File: config.mk
export PLATFORM = sky130hd
export DESIGN_NAME = display_mensagem_scan
export DESIGN_NICKNAME = d
export VERILOG_FILES = /design/src/rtl/display_pkg.sv /design/src/rtl/char_to_seg.sv /design/src/rtl/display_mensagem_scan.sv
export SDC_FILE = /design/constraint.sdc
export NUM_CORES = 1
export LEC_CHECK = 0
export BUFFER_PORTS_ARGS = -buffer_cell sky130_fd_sc_hd__buf_4
export CORE_ASPECT_RATIO = 1.25
export CORE_MARGIN = 1
export CORE_UTILIZATION = 40
export DETAILED_ROUTE_END_ITERATION = 16
export MAX_ROUTING_LAYER = met4
export REMOVE_ABC_BUFFERS = 1
export SYNTH_ARGS = -nofsm -noshare
export SYNTH_HDL_FRONTEND = slang
export SYNTH_SLANG_ARGS = --single-unit
File: constraint.sdc
create_clock -name clock -period 2.69 [get_ports clock]
set_input_delay 0 -clock clock [delete_from_list [all_inputs] [get_ports clock]]
set_output_delay 0 -clock clock [all_outputs]
set_load 0.01 [all_outputs]
File: src/rtl/display_pkg.sv
// Character codes, segment patterns and the message ROM shared by the
// front-panel message scanner.
package display_pkg;

  localparam int CHAR_W   = 5;
  localparam int SEG_W    = 7;
  localparam int MSG_LEN  = 4;
  localparam int ROM_MSGS = 8;

  localparam logic [CHAR_W-1:0] CH_0     = 5'd0;
  localparam logic [CHAR_W-1:0] CH_1     = 5'd1;
  localparam logic [CHAR_W-1:0] CH_2     = 5'd2;
  localparam logic [CHAR_W-1:0] CH_3     = 5'd3;
  localparam logic [CHAR_W-1:0] CH_4     = 5'd4;
  localparam logic [CHAR_W-1:0] CH_5     = 5'd5;
  localparam logic [CHAR_W-1:0] CH_6     = 5'd6;
  localparam logic [CHAR_W-1:0] CH_7     = 5'd7;
  localparam logic [CHAR_W-1:0] CH_8     = 5'd8;
  localparam logic [CHAR_W-1:0] CH_9     = 5'd9;
  localparam logic [CHAR_W-1:0] CH_C     = 5'd10;
  localparam logic [CHAR_W-1:0] CH_L     = 5'd11;
  localparam logic [CHAR_W-1:0] CH_A     = 5'd12;
  localparam logic [CHAR_W-1:0] CH_F     = 5'd13;
  localparam logic [CHAR_W-1:0] CH_E     = 5'd14;
  localparam logic [CHAR_W-1:0] CH_P     = 5'd15;
  localparam logic [CHAR_W-1:0] CH_R     = 5'd16;
  localparam logic [CHAR_W-1:0] CH_N     = 5'd17;
  localparam logic [CHAR_W-1:0] CH_U     = 5'd18;
  localparam logic [CHAR_W-1:0] CH_BLANK = 5'd31;

  // Segment order is {a,b,c,d,e,f,g}, active-high.
  localparam logic [SEG_W-1:0] SEG_0     = 7'b1111110;
  localparam logic [SEG_W-1:0] SEG_1     = 7'b0110000;
  localparam logic [SEG_W-1:0] SEG_2     = 7'b1101101;
  localparam logic [SEG_W-1:0] SEG_3     = 7'b1111001;
  localparam logic [SEG_W-1:0] SEG_4     = 7'b0110011;
  localparam logic [SEG_W-1:0] SEG_5     = 7'b1011011;
  localparam logic [SEG_W-1:0] SEG_6     = 7'b1011111;
  localparam logic [SEG_W-1:0] SEG_7     = 7'b1110000;
  localparam logic [SEG_W-1:0] SEG_8     = 7'b1111111;
  localparam logic [SEG_W-1:0] SEG_9     = 7'b1111011;
  localparam logic [SEG_W-1:0] SEG_C     = 7'b1001110;
  localparam logic [SEG_W-1:0] SEG_L     = 7'b0001110;
  localparam logic [SEG_W-1:0] SEG_A     = 7'b1110111;
  localparam logic [SEG_W-1:0] SEG_F     = 7'b1000111;
  localparam logic [SEG_W-1:0] SEG_E     = 7'b1001111;
  localparam logic [SEG_W-1:0] SEG_P     = 7'b1100111;
  localparam logic [SEG_W-1:0] SEG_R     = 7'b0000101;
  localparam logic [SEG_W-1:0] SEG_N     = 7'b0010101;
  localparam logic [SEG_W-1:0] SEG_U     = 7'b0111110;
  localparam logic [SEG_W-1:0] SEG_BLANK = 7'b0000000;

  // One row per machine state, leftmost character first.
  localparam logic [CHAR_W-1:0] MSG_ROM [0:ROM_MSGS-1][0:MSG_LEN-1] = '{
    '{CH_C, CH_A, CH_F, CH_E},     // S0 "CAFE"
    '{CH_C, CH_L, CH_0, CH_2},     // S1 "CL02"
    '{CH_C, CH_L, CH_0, CH_5},     // S2 "CL05"
    '{CH_C, CH_L, CH_1, CH_0},     // S3 "CL10"
    '{CH_E, CH_R, CH_R, CH_BLANK}, // SR "Err "
    '{CH_P, CH_R, CH_E, CH_P},     // SP "PrEP"
    '{CH_N, CH_U, CH_L, CH_L},     // SN "nULL"
    '{CH_U, CH_A, CH_L, CH_1}      // VL "UAL1"
  };

endpackage

File: src/rtl/char_to_seg.sv
// Combinational character-code to 7-segment decoder; unknown codes are blank.
module char_to_seg
  import display_pkg::*;
(
  input  logic [CHAR_W-1:0] code_i,
  output logic [SEG_W-1:0]  seg_o
);

  always_comb begin
    seg_o = SEG_BLANK;
    case (code_i)
      CH_0:    seg_o = SEG_0;
      CH_1:    seg_o = SEG_1;
      CH_2:    seg_o = SEG_2;
      CH_3:    seg_o = SEG_3;
      CH_4:    seg_o = SEG_4;
      CH_5:    seg_o = SEG_5;
      CH_6:    seg_o = SEG_6;
      CH_7:    seg_o = SEG_7;
      CH_8:    seg_o = SEG_8;
      CH_9:    seg_o = SEG_9;
      CH_C:    seg_o = SEG_C;
      CH_L:    seg_o = SEG_L;
      CH_A:    seg_o = SEG_A;
      CH_F:    seg_o = SEG_F;
      CH_E:    seg_o = SEG_E;
      CH_P:    seg_o = SEG_P;
      CH_R:    seg_o = SEG_R;
      CH_N:    seg_o = SEG_N;
      CH_U:    seg_o = SEG_U;
      default: seg_o = SEG_BLANK;
    endcase
  end

endmodule

File: src/rtl/display_mensagem_scan.sv
// Time-multiplexed 7-segment message driver: prescaled digit scan, per-frame
// message latch from a one-hot state vector, blink and invalid-state blanking.
module display_mensagem_scan
  import display_pkg::*;
#(
  parameter int N_DIGITS  = 4,
  parameter int N_MSGS    = 8,
  parameter int SCAN_DIV  = 50000,
  parameter int BLINK_DIV = 64
) (
  input  logic                clock,
  input  logic                reset,
  input  logic [N_MSGS-1:0]   estado,
  input  logic                blink,
  output logic [6:0]          seg,
  output logic [N_DIGITS-1:0] digit_en,
  output logic                frame_tick
);

  localparam int PRE_W = $clog2(SCAN_DIV);
  localparam int IDX_W = $clog2(N_DIGITS);
  localparam int BLK_W = (BLINK_DIV > 1) ? $clog2(BLINK_DIV) : 1;
  localparam int MSG_W = $clog2(N_MSGS);

  localparam logic [PRE_W-1:0] PRE_LAST = PRE_W'(SCAN_DIV - 1);
  localparam logic [IDX_W-1:0] IDX_LAST = IDX_W'(N_DIGITS - 1);
  localparam logic [BLK_W-1:0] BLK_LAST = BLK_W'(BLINK_DIV - 1);

  logic [PRE_W-1:0]    presc_q, presc_d;
  logic [IDX_W-1:0]    idx_q, idx_d;
  logic [BLK_W-1:0]    blk_cnt_q, blk_cnt_d;
  logic                hidden_q, hidden_d;
  logic [MSG_W-1:0]    msg_q, msg_d;
  logic                msg_ok_q, msg_ok_d;
  logic                first_q;
  logic [SEG_W-1:0]    seg_q, seg_d;
  logic [N_DIGITS-1:0] den_q, den_d;
  logic                ftick_q, ftick_d;

  logic                slot_end, frame_end, latch_now;
  logic                hot_ok;
  logic [MSG_W-1:0]    hot_idx;
  logic [MSG_W-1:0]    msg_eff;
  logic                msg_ok_eff;
  logic [CHAR_W-1:0]   char_code;
  logic [SEG_W-1:0]    char_seg;

  // Exactly-one-hot test plus the position of the (last) set bit.
  always_comb begin
    hot_ok  = (estado != '0) && ((estado & (estado - N_MSGS'(1))) == '0);
    hot_idx = '0;
    for (int i = 0; i < N_MSGS; i++) begin
      if (estado[i]) hot_idx = MSG_W'(i);
    end
  end

  always_comb begin
    slot_end  = (presc_q == PRE_LAST);
    frame_end = slot_end && (idx_q == IDX_LAST);
    latch_now = first_q || frame_end;

    presc_d = slot_end ? '0 : presc_q + 1'b1;
    idx_d   = idx_q;
    if (slot_end) idx_d = (idx_q == IDX_LAST) ? '0 : idx_q + 1'b1;

    msg_d    = msg_q;
    msg_ok_d = msg_ok_q;
    if (latch_now) begin
      msg_d    = hot_idx;
      msg_ok_d = hot_ok;
    end

    // With blink off the phase is pinned visible so a later enable starts clean.
    blk_cnt_d = blk_cnt_q;
    hidden_d  = hidden_q;
    if (!blink) begin
      blk_cnt_d = '0;
      hidden_d  = 1'b0;
    end else if (frame_end) begin
      if (blk_cnt_q == BLK_LAST) begin
        blk_cnt_d = '0;
        hidden_d  = ~hidden_q;
      end else begin
        blk_cnt_d = blk_cnt_q + 1'b1;
      end
    end
  end

  // The first post-reset cycle renders from the value being latched, so the
  // first slot is not blank for one cycle.
  always_comb begin
    msg_eff    = first_q ? hot_idx : msg_q;
    msg_ok_eff = first_q ? hot_ok  : msg_ok_q;
    char_code  = CH_BLANK;
    if ((int'(idx_q) < MSG_LEN) && (int'(msg_eff) < ROM_MSGS)) begin
      char_code = MSG_ROM[3'(msg_eff)][2'(idx_q)];
    end
  end

  char_to_seg u_char_to_seg (
    .code_i (char_code),
    .seg_o  (char_seg)
  );

  always_comb begin
    den_d = '0;
    for (int i = 0; i < N_DIGITS; i++) begin
      den_d[i] = (int'(idx_q) == i);
    end
    seg_d   = (msg_ok_eff && !(blink && hidden_q)) ? char_seg : SEG_BLANK;
    ftick_d = frame_end;
  end

  always_ff @(posedge clock) begin
    if (reset) begin
      presc_q   <= '0;
      idx_q     <= '0;
      blk_cnt_q <= '0;
      hidden_q  <= 1'b0;
      msg_q     <= '0;
      msg_ok_q  <= 1'b0;
      first_q   <= 1'b1;
      seg_q     <= '0;
      den_q     <= '0;
      ftick_q   <= 1'b0;
    end else begin
      presc_q   <= presc_d;
      idx_q     <= idx_d;
      blk_cnt_q <= blk_cnt_d;
      hidden_q  <= hidden_d;
      msg_q     <= msg_d;
      msg_ok_q  <= msg_ok_d;
      first_q   <= 1'b0;
      seg_q     <= seg_d;
      den_q     <= den_d;
      ftick_q   <= ftick_d;
    end
  end

  assign seg        = seg_q;
  assign digit_en   = den_q;
  assign frame_tick = ftick_q;

endmodule

# Word level (Yosys, flattened, before mapping)
# Memories as Yosys holds them, arrays and structs flattened. A register that Yosys moved wholly into a read port is not among the register bits.
# Cells that the tools add are included.
dict set report classes {
  div_mod_pow 0
  muxes 17
  order_cmp 2
  shifts 0
  eq_ne 6
  n_mul 0
  n_bitwise 6
  add_sub_neg 4
  n_reduce_logical 13
}
# cell n
set op_table {}
lappend op_table {{$mux 20} 2}
lappend op_table {{$mux 3} 7}
lappend op_table {{$add 16x1->16 const B} 1}
lappend op_table {{$eq 16x16->1 const B} 1}
lappend op_table {{$bmux 5 s2} 1}
lappend op_table {{$mux 5} 2}
lappend op_table {{$and 8x8->8} 1}
lappend op_table {{$logic_not 8->1} 1}
lappend op_table {{$reduce_bool 8->1} 1}
lappend op_table {{$sub 8x1->8 const B} 1}
lappend op_table {{$add 6x1->6 const B} 1}
lappend op_table {{$eq 2x2->1 const B} 3}
lappend op_table {{$eq 6x6->1 const B} 1}
lappend op_table {{$mux 6} 1}
lappend op_table {{$reduce_or 2->1} 3}
lappend op_table {{$ge 4x4->1 const B} 1}
lappend op_table {{$logic_and 1x1->1} 4}
lappend op_table {{$not 3->4} 1}
lappend op_table {{$ge 3x3->1 const B} 1}
lappend op_table {{$mux 1} 3}
lappend op_table {{$not 1->1} 3}
lappend op_table {{$not 2->3} 1}
lappend op_table {{$add 2x1->2 const B} 1}
lappend op_table {{$eq 2x1->1 const B} 1}
lappend op_table {{5 further kinds} 5}
dict set report totals {
  register_bits 35
  ramBits 0
  output_inout_bits 12
  mem_bits_ro 384
  memories 2
  latchBits 0
  inputBits 11
  word_cells 59
}
# name words word_bits rd rd_clocked_by_memory_dff wr line
set mem_list {}
lappend mem_list {{(name not given)} 32 7 1 1 0 char_to_seg.sv:11} ;# case (code_i)
lappend mem_list {{(name not given)} 8 20 1 0 0 display_mensagem_scan.sv:96} ;# char_code = MSG_ROM[3'(msg_eff)][2'(idx_q)];

# Depth between registers and ports, before layout
# Gate-level depths: netlist (run 1).
dict set report depth {
  word_depth 15
  depth_mapped 16
  mapped_depth_nobuf 15
}

# By module
# From an unflattened synthesis (run 1), not the netlist that was laid out.
dict set report hier_totals {
  cells_unflattened 304
  hier_area_um2 2561.2
}
# module n_inst seq_area_each_um2 cells_per_inst area_per_inst_um2
set modules_own_cells {}
lappend modules_own_cells {display_mensagem_scan 1 840.8 258 2235.9}
lappend modules_own_cells {char_to_seg 1 0.0 46 325.3}

# Worst setup path after synthesis (run 1)
# OpenSTA, ideal clock, no wires.
dict set report synth_timing {
  path_type {reg2reg}
  start {reg first_q}
  end {reg seg_q[2], in the netlist seg[2]}
  period_less_slack_ps 2927
  slack_ps -237
  path_stages_with_launch 12
  t_arrival_ps 2810
  path_buffers 1
  required_time_ps 2573
  setup_time_ps 117
  path_cell_list {dfxtp_1 buf_1 o21ai_0 a41oi_1 inv_1 ha_1 nor3_1 a31o_2 o2111ai_1 ha_1 or3_1 a32o_1}
}
dict set report synth_via {
  elab_chain_cells 8
  word_cells_on_any_way 12
  cone_classes {mux: 7; bitwise: 2; reduce/logical: 2; memory: 1}
}
# element line
set synth_rtl {}
lappend synth_rtl {{start: declaration} display_mensagem_scan.sv:35} ;# logic first_q;
lappend synth_rtl {{start signal: assignment} display_mensagem_scan.sv:122} ;# first_q <= 1'b1;
lappend synth_rtl {{start signal: assignment} display_mensagem_scan.sv:133} ;# first_q <= 1'b0;
lappend synth_rtl {{$mux 3} display_mensagem_scan.sv:92} ;# msg_eff = first_q ? hot_idx : msg_q;
lappend synth_rtl {{$not 3->4 (implied by the code)} display_mensagem_scan.sv:96}
lappend synth_rtl {{$mem_v2 8x20} n/a}
lappend synth_rtl {{$mux 20 (implied by the code) (2 in series)} display_mensagem_scan.sv:96}
lappend synth_rtl {{$bmux 5 s2} display_mensagem_scan.sv:96}
lappend synth_rtl {{$mux 5 (implied by the code) (2 in series)} display_mensagem_scan.sv:96}
lappend synth_rtl {{end: declaration} display_mensagem_scan.sv:36} ;# logic [SEG_W-1:0] seg_q, seg_d;
# Several ways; a longest one is shown, not always the timed one. The select of a mux whose other input is x is not followed.
# A chain may end at the register's enable or synchronous reset.

# Final worst setup path (run 1)
# Same ends and word-level chain as after synthesis.

==> flow_summary.yaml, run 1 <==
floorplan:
  core_area_mm2: 0.00582
  fp-row-count: 31
  die-area_mm2: 0.00639
  io-pin-count: 23
  fp.dieH_um: 89.1
  fp.dieW_um: 71.7
  initial_core_util_pct: 41.8
clock_tree:
  clockRootBuffer: "clkbuf_8"
  cts_max_level: 2
  clk-insertion-delay-late_ns: 0.28
  clk_path_buf_depth: 2
  cts_sinks: 42
  cts_tree: "built"
  clk_transition_reported_paths_ns: 0.08
  cts_buffers: 5
placement:
  dpl.hpwl_um: 3900
  portBuffers: 22
  gp_congestion: 0.869
sta:
  fin_skew_ns: 0.00392
  holdWs_ns: 0.0597
  hold_violations: 0
  worst_pin_slew_ns: 0.560
  max_freq_mhz: 375
  setup_viol: 0
  fin_crit_ns: 2.67
  drv_slew: 0
  fin_crit_sh_pct: 99.1
  timing.setup.tns_ns: 0
  maxSlewHeadroom_pct: 62.7
global_route:
  grt_max_degree: 17
  grt_overflow: 0
  grt_usage_pct: 18.1
  grt_pass1_vias: 2049
  grt_pass1_wl_um: 9070
  antenna_found_initial: 0
logic_synthesis:
  syn_area_per_cell_um2: 8.38
  synth_edf_count: 0
  yosysWarnings: 0
  synth_cells: 290
  synth_cell_type_count: 59
  ys_ff_latch: 42
  syn-cell-area_mm2: 0.00243
  ys.flop_type: "dfxtp_1"
  async_flop_share_pct: 0
  seq_area_frac_synth_pct: 34.6
cells_and_area:
  drive_above_1_share_pct: 29.0
  final_util_pct: 55.6
  num-nets-final: 372
  fillCellCount: 530
  final_common_cell: "buf_4"
  layout_common_cells: "buf_4, dfxtp_1, nor2_1"
  syn_to_final_growth_pct: 33.2
  antenna_cells: 0
setup_path:
  critical_path_required_ns: 2.87
  crit_path_end_kind: "flip-flop"
  path_max_fanout: 6
  setup.worst_path.start_class: "flip-flop"
  setup.worst_path.class: "reg -> reg"
  crit_arrival_ns: 2.85
routing:
  drt-total-wl_um: 5760
  vias: 2302
  dr.first_iter.drc_count: 111
  drc: 0
  via_per_inst: 5.60
  first_pass_iters: 4
  ant_nets: 0
  wl_per_cell_um: 14.0
power:
  leakagePower_uw: 0.00128
  power_density_mw_per_mm2: 436
  ir_drop_mv: 0.266
worst_hold_path:
  worstHoldPathType: "in -> reg"
run:
  drv_cap: 0
run_status:
  outcome: "finished, final reports clean"
-- per-layer routing --
| metal | vias to the layer above | routed length, um | track usage, % |
|---|---|---|---|
| met2 | 60 | 2850 | 29.8 |
| met4 | 0 | 165 | 6.60 |
| met3 | 22 | 181 | 3.38 |
| met5 | - | 0 | - |
| li1 | 1141 | - | - |
| met1 | 1079 | 2560 | 22.2 |
-- metrics by stage --
stage          power [uW]  setup WS, ns  instances  instance area, um2
3_5_place_dp          872        -0.157        395                2830
5_1_grt              1480       -0.0693        411                3240
4_1_cts              1360       0.00442        404                2980
3_3_place_gp          870        -0.123        395                2830
2_1_floorplan         775        -0.418        280                2380
6_report             1410        0.0245        411                3240
-- synth_stat cells (6+ instances only) --
master | number | share of area (%)
a211oi_1 | 6 | 1.9
a21oi_1 | 18 | 3.7
clkbuf_1 | 6 | 0.93
dfxtp_1 | 42 | 35
ha_1 | 17 | 8.8
inv_1 | 10 | 1.5
nand2_1 | 23 | 3.6
nor2_1 | 41 | 6.3
o21ai_0 | 12 | 2.5
or3_1 | 9 | 2.3
xnor2_1 | 6 | 2.2
xor2_1 | 11 | 4.0
-- cells by family (layout without fill, tap and decap cells) --
kind of cell               count (synthesis)  after routing  synth area share [%]
and+or+nand+nor                          111            111                  22.8
AOI/OAI and AO/OA                         72             72                  20.6
DFF                                       42             42                  34.6
buffers and inverters                     24             79                  4.12
adders and majority gates                 18             18                  9.17
xor gates and xnor gates                  17             17                  6.13
muxes                                      6              6                  2.52
-- worst max-delay path, cell delays in order, from the launching register on --
cell       delay [ns]
dfxtp_4          0.37
nor3b_4          0.16
a21o_1           0.24
inv_2            0.14
ha_4             0.15
o21ai_2          0.06
a21oi_2          0.15
a2bb2oi_2        0.17
a2bb2oi_2        0.21
o21ai_4          0.13
ha_4             0.18
or3_4            0.37
a32o_1           0.24
-- area by class of cell --
cell class,instances,area (um2),area share (%)
inverters,14,52.6,1.62
multi-input cells,224,1700,52.5
repair buffers,57,453,14.0
clock buffers,7,76.3,2.36
well taps,66,82.6,2.55
clock inverters,1,30.0,0.928
flip-flops and latches,42,845,26.1
-- registers in the layout, indices dropped and copies added (netlist names) --
| name | flops |
|---|---|
| seg | 7 |
| msg_ok_q | 1 |
| hidden_q | 1 |
| idx_q | 2 |
| frame_tick | 1 |
| digit_en | 4 |
| first_q | 1 |
| presc_q | 16 |
| blk_cnt_q | 6 |
| msg_q | 3 |
-- power breakdown --
part	leakage (uW)	internal [uW]	switching, uW	total, uW
Clock	0.0000524	278	202	480
Combinational	0.000890	140	154	294
Sequential	0.000341	630	6.94	637
-- worst paths after layout --
path         cells past startpoint            to  slack [ns]       start
min reg2reg                      1    presc_q[0]        0.44  presc_q[0]
min                              3  blk_cnt_q[4]        0.06       blink
max reg2reg                     12        seg[2]        0.02     first_q
max                             12        seg[2]        0.02     first_q
-- timing repair --
action | CTS | global route
hold buffers | 1 | 0
setup endpoints to repair | 5 | 7
pin swaps | 0 | 15
gates cloned | 0 | 0
gates resized for setup | 6 | 40
setup buffers | 0 | 7
endpoints found under the hold margin | 4 | 0
No activity file was read; power rests on OpenSTA's default activity.
==> run 2, diff against run 1 <==
--- a/config.mk
+++ b/config.mk
@@ -11,6 +11,7 @@
 export CORE_UTILIZATION = 40
 export DETAILED_ROUTE_END_ITERATION = 16
 export MAX_ROUTING_LAYER = met4
+export PLACE_DENSITY = 0.64
 export REMOVE_ABC_BUFFERS = 1
 export SYNTH_ARGS = -nofsm -noshare
 export SYNTH_HDL_FRONTEND = slang
==> run 2 against run 1 <==
Effect of this change: sequential share of layout area up 0.85 points; first-iteration DRC count down 42%; clock skew about the same; core utilization down 1.8 points; critical endpoint unchanged; non-clock buffer count unchanged; clock power up 3%; sequential cell count unchanged; final cell count unchanged; hold slack about the same; maximum frequency up 1.2%; global-route usage down 0.065 points; largest cell class unchanged.
==> flow_summary.yaml, run 2 (synthesized netlist as in run 1, its figures left out) <==
run_status:
  outcome: "finished, final reports clean"
floorplan:
  die-area_mm2: 0.00639
  core_area_mm2: 0.00582
  fp.dieH_um: 89.1
  initial_core_util_pct: 41.8
  fp-row-count: 31
  fp.dieW_um: 71.7
  io-pin-count: 23
setup_path:
  worst-path-buf-inv: 1
  crit_path_cell_trace: "nor3b_4 -> a21o_1 -> ha_2 -> inv_1 -> a31o_2 -> o311a_1 -> or2_1 -> or3_1 -> a32o_1"
  cp_slowest_cell: "dfxtp_4"
  setup.worst_path.class: "reg -> reg"
  critical_path_required_ns: 2.88
  crit_path_end_kind: "flip-flop"
  setup.worst_path.start_class: "flip-flop"
  crit_arrival_ns: 2.83
  worstReg2RegStart: "first_q"
  critPathLaunch: "first_q"
  crit_family: "compound AO/OA/AOI/OAI gates"
  path_max_fanout: 5
  max_stage_delay_ns: 0.38
sta:
  fin_skew_ns: 0.00396
  timing.setup.tns_ns: 0
  hold_violations: 0
  rsz0062_at_grt: "true"
  fin_crit_sh_pct: 97.9
  setup_viol: 0
  final.setup.worst_slack_ns: 0.0567
  holdWs_ns: 0.0592
  fin_crit_ns: 2.63
  worst_pin_slew_ns: 0.544
  maxSlewHeadroom_pct: 63.7
  drv_slew: 0
  max_freq_mhz: 380
clock_tree:
  clk-insertion-delay-late_ns: 0.30
  clockRootBuffer: "clkbuf_8"
  cts_sinks: 42
  cts_max_level: 2
  clk_path_buf_depth: 2
  clk_transition_reported_paths_ns: 0.08
  cts_tree: "built"
  cts_buffers: 5
power:
  leakagePower_uw: 0.00128
  ir_drop_mv: 0.164
  power_density_mw_per_mm2: 445
global_route:
  grt_pass1_vias: 2024
  antenna_found_initial: 0
  grtUsageMet1_pct: 20.2
  grt_usage_pct: 18.0
  grt_use_met3_pct: 3.04
  grt_overflow: 0
  grt_most_used_layer: "met2"
  grt_max_degree: 17
  met2_usage_pct: 32.0
  grt_pass1_wl_um: 8790
placement:
  gp_congestion: 0.883
  place_inst: 396
  place_ws_ns: -0.153
  portBuffers: 22
  dpl.hpwl_um: 3900
worst_hold_path:
  min_from: "blink"
  worstHoldPathType: "in -> reg"
routing:
  ant_nets: 0
  via_per_inst: 5.33
  drt-total-wl_um: 5380
  dr.first_iter.drc_count: 64
  vias: 2191
  drc: 0
  first_pass_iters: 4
  wl_per_cell_um: 13.1
cells_and_area:
  layout_common_cells: "buf_4, nor2_1, dfxtp_1"
  num-nets-final: 372
  largest-register: "presc_q"
  drive_above_1_share_pct: 25.8
  largest_reg_flops: 16
  final_util_pct: 53.9
  syn_to_final_growth_pct: 29.0
  fin_cells: 411
  antenna_cells: 0
  final_common_cell: "buf_4"
run:
  drv_cap: 0
## run 2: cell count changes in the layout (fill, tap and decap cells not counted), sizes merged
| cell | delta |
|---|---|
| clkinvlp | +1 |
| clkbuf | -1 |
## run 2: final cells by class
type	count	area [um2]
clock buffer	6	72.6
fill	539	2680
sequential	42	845
tap	66	82.6
multi-input combinational	224	1610
clock inverter	2	37.5
inverter	14	52.6
timing repair buffer	57	434
## run 2: stage by stage
stage | instance area [um2] | total power, uW
6_report | 3130 | 1390
5_1_grt | 3130 | 1460
4_1_cts | 2980 | 1370
3_5_place_dp | 2840 | 871
3_3_place_gp | 2840 | 870
2_1_floorplan | 2380 | 775
## run 2: path summary, 6_finish.rpt
kind / endpoint / slack (ns) / depth (start not counted)
worst max-delay path: seg[2] / 0.06 / 9
worst min-delay path: blk_cnt_q[4] / 0.06 / 3
worst max register to register: seg[2] / 0.06 / 9
worst min register to register: presc_q[0] / 0.44 / 1
## run 2: per-layer routing
layer / routed length, um / vias up
li1: - / 1141
met1: 2450 / 1019
met2: 2730 / 25
met3: 103 / 6
met4: 94 / 0
met5: 0 / -
## run 2: what timing repair did
item,in CTS,in global routing
pin swaps,1,7
endpoints found under the setup margin,6,7
setup buffers,0,6
hold buffers,1,0
resized for setup,5,20
hold endpoints to repair,12,0
## run 2: report_power, final
part | switching, uW | total (uW) | internal, uW
combinational | 139 | 265 | 126
clock | 216 | 492 | 277
sequential | 7.08 | 637 | 630
total | 362 | 1390 | 1030
## run 2: worst reg2reg max path: stages (launching register included)
cell     delay [ns]
dfxtp_4        0.38
nor3b_4        0.20
a21o_1         0.19
ha_2           0.22
inv_1          0.05
a31o_2         0.27
o311a_1        0.38
or2_1          0.23
or3_1          0.35
a32o_1         0.26
